`config.mk`:
```
export PLATFORM = sky130hd
export DESIGN_NAME = ps2_scancode_decoder
export DESIGN_NICKNAME = d
export VERILOG_FILES = /design/src/rtl/ps2_scancode_decoder.sv
export SDC_FILE = /design/constraint.sdc
export NUM_CORES = 1
export LEC_CHECK = 0
export ABC_AREA = 1
export CELL_PAD_IN_SITES_DETAIL_PLACEMENT = 1
export CELL_PAD_IN_SITES_GLOBAL_PLACEMENT = 2
export CORE_UTILIZATION = 32
export CTS_CLUSTER_DIAMETER = 100
export CTS_CLUSTER_SIZE = 14
export DETAILED_ROUTE_END_ITERATION = 6
export GPL_ROUTABILITY_DRIVEN = 0
export PLACE_DENSITY = 0.76
export SYNTH_ARGS = -nofsm -noshare
export SYNTH_HDL_FRONTEND = slang
export SYNTH_SLANG_ARGS = --single-unit
```
`constraint.sdc`:
```
create_clock -name system_clk -period 3.4 [get_ports system_clk]
set_input_delay 0.34 -clock system_clk [delete_from_list [all_inputs] [get_ports system_clk]]
set_output_delay 0.34 -clock system_clk [all_outputs]
set_load 0.03 [all_outputs]
```
`src/rtl/ps2_scancode_decoder.sv`:
```
// PS/2 set-2 scan-code decoder: tracks prefixes and modifiers, translates make
// codes to ASCII and queues the characters in a FIFO for the CPU to pop.
module ps2_scancode_decoder #(
    parameter int unsigned DEPTH = 16,
    parameter int unsigned CNT_W = 5
) (
    input  logic             system_clk,
    input  logic             reset,
    input  logic             scan_valid,
    input  logic [7:0]       scan_code,
    input  logic             scan_error,
    input  logic             read_character,
    output logic [7:0]       char_out,
    output logic             char_available,
    output logic [CNT_W-1:0] char_count,
    output logic             overflow
);

    localparam int unsigned PTR_W = $clog2(DEPTH);

    typedef enum logic [1:0] {
        ST_IDLE,
        ST_BRK,
        ST_EXT,
        ST_EXT_BRK
    } state_t;

    state_t state_q, state_d;
    logic shift_l_q, shift_l_d;
    logic shift_r_q, shift_r_d;
    logic ctrl_q, ctrl_d;
    logic caps_q, caps_d;
    logic push_q, push_d;
    logic [7:0] push_char_q, push_char_d;

    logic [7:0]       mem [DEPTH];
    logic [PTR_W-1:0] wr_ptr_q, rd_ptr_q, rd_ptr_d;
    logic [CNT_W-1:0] count_d;
    logic             pop, full, wr_en, drop;
    logic [7:0]       head_d;

    logic       shift;
    logic [8:0] letter;
    logic [16:0] digit;

    // {hit, lowercase ascii}
    function automatic logic [8:0] letter_of(input logic [7:0] code);
        logic [8:0] r;
        r = 9'h000;
        case (code)
            8'h1C: r = {1'b1, 8'h61};
            8'h32: r = {1'b1, 8'h62};
            8'h21: r = {1'b1, 8'h63};
            8'h23: r = {1'b1, 8'h64};
            8'h24: r = {1'b1, 8'h65};
            8'h2B: r = {1'b1, 8'h66};
            8'h34: r = {1'b1, 8'h67};
            8'h33: r = {1'b1, 8'h68};
            8'h43: r = {1'b1, 8'h69};
            8'h3B: r = {1'b1, 8'h6A};
            8'h42: r = {1'b1, 8'h6B};
            8'h4B: r = {1'b1, 8'h6C};
            8'h3A: r = {1'b1, 8'h6D};
            8'h31: r = {1'b1, 8'h6E};
            8'h44: r = {1'b1, 8'h6F};
            8'h4D: r = {1'b1, 8'h70};
            8'h15: r = {1'b1, 8'h71};
            8'h2D: r = {1'b1, 8'h72};
            8'h1B: r = {1'b1, 8'h73};
            8'h2C: r = {1'b1, 8'h74};
            8'h3C: r = {1'b1, 8'h75};
            8'h2A: r = {1'b1, 8'h76};
            8'h1D: r = {1'b1, 8'h77};
            8'h22: r = {1'b1, 8'h78};
            8'h35: r = {1'b1, 8'h79};
            8'h1A: r = {1'b1, 8'h7A};
            default: r = 9'h000;
        endcase
        return r;
    endfunction

    // {hit, plain digit, shifted symbol}
    function automatic logic [16:0] digit_of(input logic [7:0] code);
        logic [16:0] r;
        r = 17'h00000;
        case (code)
            8'h45: r = {1'b1, 8'h30, 8'h29};
            8'h16: r = {1'b1, 8'h31, 8'h21};
            8'h1E: r = {1'b1, 8'h32, 8'h40};
            8'h26: r = {1'b1, 8'h33, 8'h23};
            8'h25: r = {1'b1, 8'h34, 8'h24};
            8'h2E: r = {1'b1, 8'h35, 8'h25};
            8'h36: r = {1'b1, 8'h36, 8'h5E};
            8'h3D: r = {1'b1, 8'h37, 8'h26};
            8'h3E: r = {1'b1, 8'h38, 8'h2A};
            8'h46: r = {1'b1, 8'h39, 8'h28};
            default: r = 17'h00000;
        endcase
        return r;
    endfunction

    // Prefix/modifier state register plus the one-cycle push stage
    always_ff @(posedge system_clk or negedge reset) begin
        if (!reset) begin
            state_q     <= ST_IDLE;
            shift_l_q   <= 1'b0;
            shift_r_q   <= 1'b0;
            ctrl_q      <= 1'b0;
            caps_q      <= 1'b0;
            push_q      <= 1'b0;
            push_char_q <= 8'h00;
        end else begin
            state_q     <= state_d;
            shift_l_q   <= shift_l_d;
            shift_r_q   <= shift_r_d;
            ctrl_q      <= ctrl_d;
            caps_q      <= caps_d;
            push_q      <= push_d;
            push_char_q <= push_char_d;
        end
    end

    // Next-state, modifier update and translation
    always_comb begin
        state_d     = state_q;
        shift_l_d   = shift_l_q;
        shift_r_d   = shift_r_q;
        ctrl_d      = ctrl_q;
        caps_d      = caps_q;
        push_d      = 1'b0;
        push_char_d = 8'h00;
        shift       = shift_l_q | shift_r_q;
        letter      = letter_of(scan_code);
        digit       = digit_of(scan_code);

        if (scan_error) begin
            state_d = ST_IDLE;
        end else if (scan_valid) begin
            case (state_q)
                ST_IDLE: begin
                    if (scan_code == 8'hF0) begin
                        state_d = ST_BRK;
                    end else if (scan_code == 8'hE0) begin
                        state_d = ST_EXT;
                    end else begin
                        case (scan_code)
                            8'h12: shift_l_d = 1'b1;
                            8'h59: shift_r_d = 1'b1;
                            8'h14: ctrl_d    = 1'b1;
                            8'h58: caps_d    = ~caps_q;
                            8'h29: begin push_d = 1'b1; push_char_d = 8'h20; end
                            8'h5A: begin push_d = 1'b1; push_char_d = 8'h0D; end
                            8'h66: begin push_d = 1'b1; push_char_d = 8'h08; end
                            8'h0D: begin push_d = 1'b1; push_char_d = 8'h09; end
                            8'h76: begin push_d = 1'b1; push_char_d = 8'h1B; end
                            default: begin
                                if (letter[8]) begin
                                    push_d = 1'b1;
                                    if (ctrl_q)
                                        push_char_d = letter[7:0] & 8'h1F;
                                    else if (shift ^ caps_q)
                                        push_char_d = letter[7:0] - 8'h20;
                                    else
                                        push_char_d = letter[7:0];
                                end else if (digit[16]) begin
                                    push_d      = 1'b1;
                                    push_char_d = shift ? digit[7:0] : digit[15:8];
                                end
                            end
                        endcase
                    end
                end
                ST_EXT: begin
                    if (scan_code == 8'hF0) begin
                        state_d = ST_EXT_BRK;
                    end else begin
                        state_d = ST_IDLE;
                        if (scan_code == 8'h14) begin
                            ctrl_d = 1'b1;
                        end else if (scan_code == 8'h5A) begin
                            push_d      = 1'b1;
                            push_char_d = 8'h0D;
                        end
                    end
                end
                ST_BRK: begin
                    state_d = ST_IDLE;
                    case (scan_code)
                        8'h12:   shift_l_d = 1'b0;
                        8'h59:   shift_r_d = 1'b0;
                        8'h14:   ctrl_d    = 1'b0;
                        default: ;
                    endcase
                end
                ST_EXT_BRK: begin
                    state_d = ST_IDLE;
                    if (scan_code == 8'h14)
                        ctrl_d = 1'b0;
                end
                default: state_d = ST_IDLE;
            endcase
        end
    end

    // FIFO control; a pop frees a slot so push+pop while full is accepted
    always_comb begin
        pop      = read_character && (char_count != '0);
        full     = (char_count == CNT_W'(DEPTH));
        wr_en    = push_q && (!full || pop);
        drop     = push_q && full && !pop;
        rd_ptr_d = pop ? rd_ptr_q + PTR_W'(1) : rd_ptr_q;
        count_d  = char_count;
        if (wr_en && !pop)
            count_d = char_count + CNT_W'(1);
        else if (pop && !wr_en)
            count_d = char_count - CNT_W'(1);
        // The entry being written this cycle may already be the new head
        if (count_d == '0)
            head_d = 8'h00;
        else if (wr_en && (rd_ptr_d == wr_ptr_q))
            head_d = push_char_q;
        else
            head_d = mem[rd_ptr_d];
    end

    always_ff @(posedge system_clk) begin
        if (wr_en)
            mem[wr_ptr_q] <= push_char_q;
    end

    always_ff @(posedge system_clk or negedge reset) begin
        if (!reset) begin
            wr_ptr_q       <= '0;
            rd_ptr_q       <= '0;
            char_count     <= '0;
            char_out       <= 8'h00;
            char_available <= 1'b0;
            overflow       <= 1'b0;
        end else begin
            if (wr_en)
                wr_ptr_q <= wr_ptr_q + PTR_W'(1);
            rd_ptr_q       <= rd_ptr_d;
            char_count     <= count_d;
            char_out       <= head_d;
            char_available <= (count_d != '0);
            if (drop)
                overflow <= 1'b1;
        end
    end

endmodule

```
==> out/summary.txt <==
first-pass GRT wire length: 37.78 mm
Die H: 163.3 um
top post-synthesis cells by area: edfxtp_1 46%, nand3_1 12%, dfrtp_1 11%, nand2_1 9.1%, inv_1 2.4%
Mapped Area: 0.008327 mm2
Post-Synthesis Cells: 872
Final Critical Period: 2.609 ns
total nets after synthesis: 899
Avg WL per Cell: 18.96 um
WP data arrival: 2.93 ns
area leader, netlist: edfxtp_1
Top FF cell, synth: edfxtp_1
CTS tree: done
CTS resizes: 0
P per Cell Area: 777.6 mW/mm2
Core Box Area: 0.02533 mm2
most frequent CP cell: nand3_1
ANT nets after route: 0
Avg Synthesized Cell Area: 9.549 um2
data required time of the worst path: 3.72 ns
die width: 163.3 um
Max Cap Viol: 0
setup TNS: 0 ns
register area: 0.004795 mm2
clock sinks: 166
Port Buf Inserts: 27
Root Buffer: clkbuf_16
# hold bufs at CTS: 0
register bit total from synthesis: 166
CTS HTree Levels: 4
GR Util All Layers: 18.91%
initial antenna violation count: 0
Ys Warns: 0
layout cells sized above 1: 10.10%
Initial Util: 32.88%
Top Usage Layer GRT: met2
Leak: 0.003860 uW
area added between synthesis and finish: 14.62%
Worst-Skew Late Latency: 0.43 ns
Final Skew: 0.008028 ns
number of global-route vias before repair: 6721
slowest stage delay, CP: 0.60 ns
largest net degree at the start of global routing: 65
ant diodes: 0
placed cells: 1219
final worst path period share: 76.75%
Worst-Margin Slew: 1.011 ns
VDD IR-drop max: 0.4295 mV
post-CTS setup buffer count: 0
CTS clock-pin slew for the worst setup and hold paths: 0.07 ns
sequential share of the synthesized area: 57.58%
final wirelength: 23.72 mm
Buf/Inv on CP: 2
Tot Pwr: 7422 uW
fill cell total of the finished layout: 2911
vias: 6388
critical path endpoint category: flop
most frequent cells in the layout: 202 x nand3_1, 202 x nand2_1, 128 x edfxtp_1
Pre-antenna DRT Iters: 4
largest fanout on the critical path: 64
slew margin rel.: 32.59%
Post-route DRC: 0
CP cell instances: inv_1 > ha_1 > nand3_4 > nand3_2 > buf_4 > nand3_1 > nand3_1 > nand3_1 > nand3_1 > nand2_1 > a21oi_1
Non-Filler Instances: 1251
status: finished clean
Final nets: 935
vias per cell: 5.106
Fin. Hold Viols: 0
cell family with most CP delay: simple AND/OR/NAND/NOR gates
full die area: 0.02667 mm2
num ports: 28
Async S/R FF share, synth: 22.89%
Netlist cell types: 42
Slew Viols, Final: 0
Multi-input gate area: 0.003047 mm2
number of synthesized flops with an enable pin: 128
met2 GRT Util: 31.01%
area share of the largest cell type after synthesis: 46.16%
Starting DRT DRC Count: 301
Setup crit start kind: flop
GRT met3 Usage: 3.098%
Placement Rows: 58
gr ovfl total: 0
Min-Delay Path Class: in -> async
Longest Clk Path Bufs: 2
Crit Path Class: reg -> reg
fmax: 0.3832 GHz
TritonCTS Buffers: 17
unrepaired setup endpoints after global routing: false
Global Route met1 Usage: 25.60%
Critical Path Slowest Stage Cell: buf_4
post-DP HPWL: 15.96 mm
Setup Viol. Count Final: 0
## synthesized netlist by cell type (2+ instances only)
library cell / instances
nand2_1: 202
nand3_1: 202
edfxtp_1: 128
inv_1: 53
nor2_1: 53
dfrtp_1: 38
o21ai_0: 30
a21oi_1: 24
buf_2: 22
ha_1: 14
nand4_1: 12
inv_2: 11
nor3_1: 11
buf_6: 9
xor2_1: 9
o21ai_1: 7
buf_4: 4
nand2_2: 4
nor2_4: 4
o21ai_2: 4
nand2_4: 3
xnor2_1: 3
nand3_2: 2
nand3_4: 2
nor2_2: 2
o211ai_1: 2
o21a_1: 2
## worst paths after layout
path / startpoint / endpoint / slack (ns) / cells after the start
hold reg to reg: overflow / overflow / 0.48 / 1
setup / recovery: char_count[0] / char_out[5] / 0.79 / 11
min in group system_clk: overflow / overflow / 0.48 / 1
setup reg to reg: char_count[0] / char_out[5] / 0.79 / 11
max in group asynchronous: reset / push_char_q[4] / 2.69 / 1
hold / removal: reset / state_q[1] / 0.08 / 1
## worst register-to-register path: stages (launching register included)
cell     delay, ns
dfrtp_1       0.42
inv_1         0.11
ha_1          0.25
nand3_4       0.13
nand3_2       0.12
buf_4         0.61
nand3_1       0.16
nand3_1       0.12
nand3_1       0.09
nand3_1       0.15
nand2_1       0.10
a21oi_1       0.24
## power by group
group	internal, uW	switching (uW)	total (uW)
Clock	1030	849	1880
Sequential	2340	156	2490
Combinational	931	2120	3050
Total	4290	3130	7420
## registers in the layout (all words and copies together) (netlist names)
| name | count |
|---|---|
| ctrl_q | 1 |
| rd_ptr_q | 4 |
| push_char_q | 8 |
| char_available | 1 |
| char_count | 5 |
| wr_ptr_q | 4 |
| state_q | 2 |
| char_out | 8 |
| push_q | 1 |
| overflow | 1 |
| mem | 128 |
| shift_l_q | 1 |
| caps_q | 1 |
| shift_r_q | 1 |
## final cells by class
cell class | instances | share of cell area (%)
Sequential cell | 166 | 50.24
Timing Repair Buffer | 52 | 5.008
Multi-Input combinational cell | 606 | 31.92
Tap cell | 330 | 4.326
Clock buffer | 18 | 4.497
Inverter | 65 | 2.556
Clock inverter | 14 | 1.455
## cells by family (layout without fill, tap and decap cells)
kind of cell | count (synthesis) | count (layout) | synth area share [%]
simple gates | 504 | 504 | 28.13
fa+ha+maj | 14 | 14 | 2.104
flops | 166 | 166 | 57.58
buf+inv | 100 | 149 | 5.830
mux | 1 | 1 | 0.1352
xor+xnor | 12 | 12 | 1.262
other cells | 1 | 1 | 0.04504
compound gates | 74 | 74 | 4.914
## routing by layer
layer / part of all wire, % / vias to the layer above
met5: 0 / -
met4: 1.5 / 0
met3: 3.0 / 26
met2: 49 / 99
met1: 47 / 3176
li1: - / 3087
## per-stage QoR
step	setup WS [ns]	hold WS [ns]	area (um2)	utilization (%)
5_1_grt	0.5856	0.1505	9544	37.68
4_1_cts	0.7634	0.1089	9544	37.68
2_1_floorplan	1.159	0.04441	8327	-
6_report	0.7905	0.08077	9544	37.68
3_3_place_gp	0.6144	0.4574	8976	35.44
3_5_place_dp	0.5095	0.4683	8976	35.44
(Power assumes the default switching activity.)
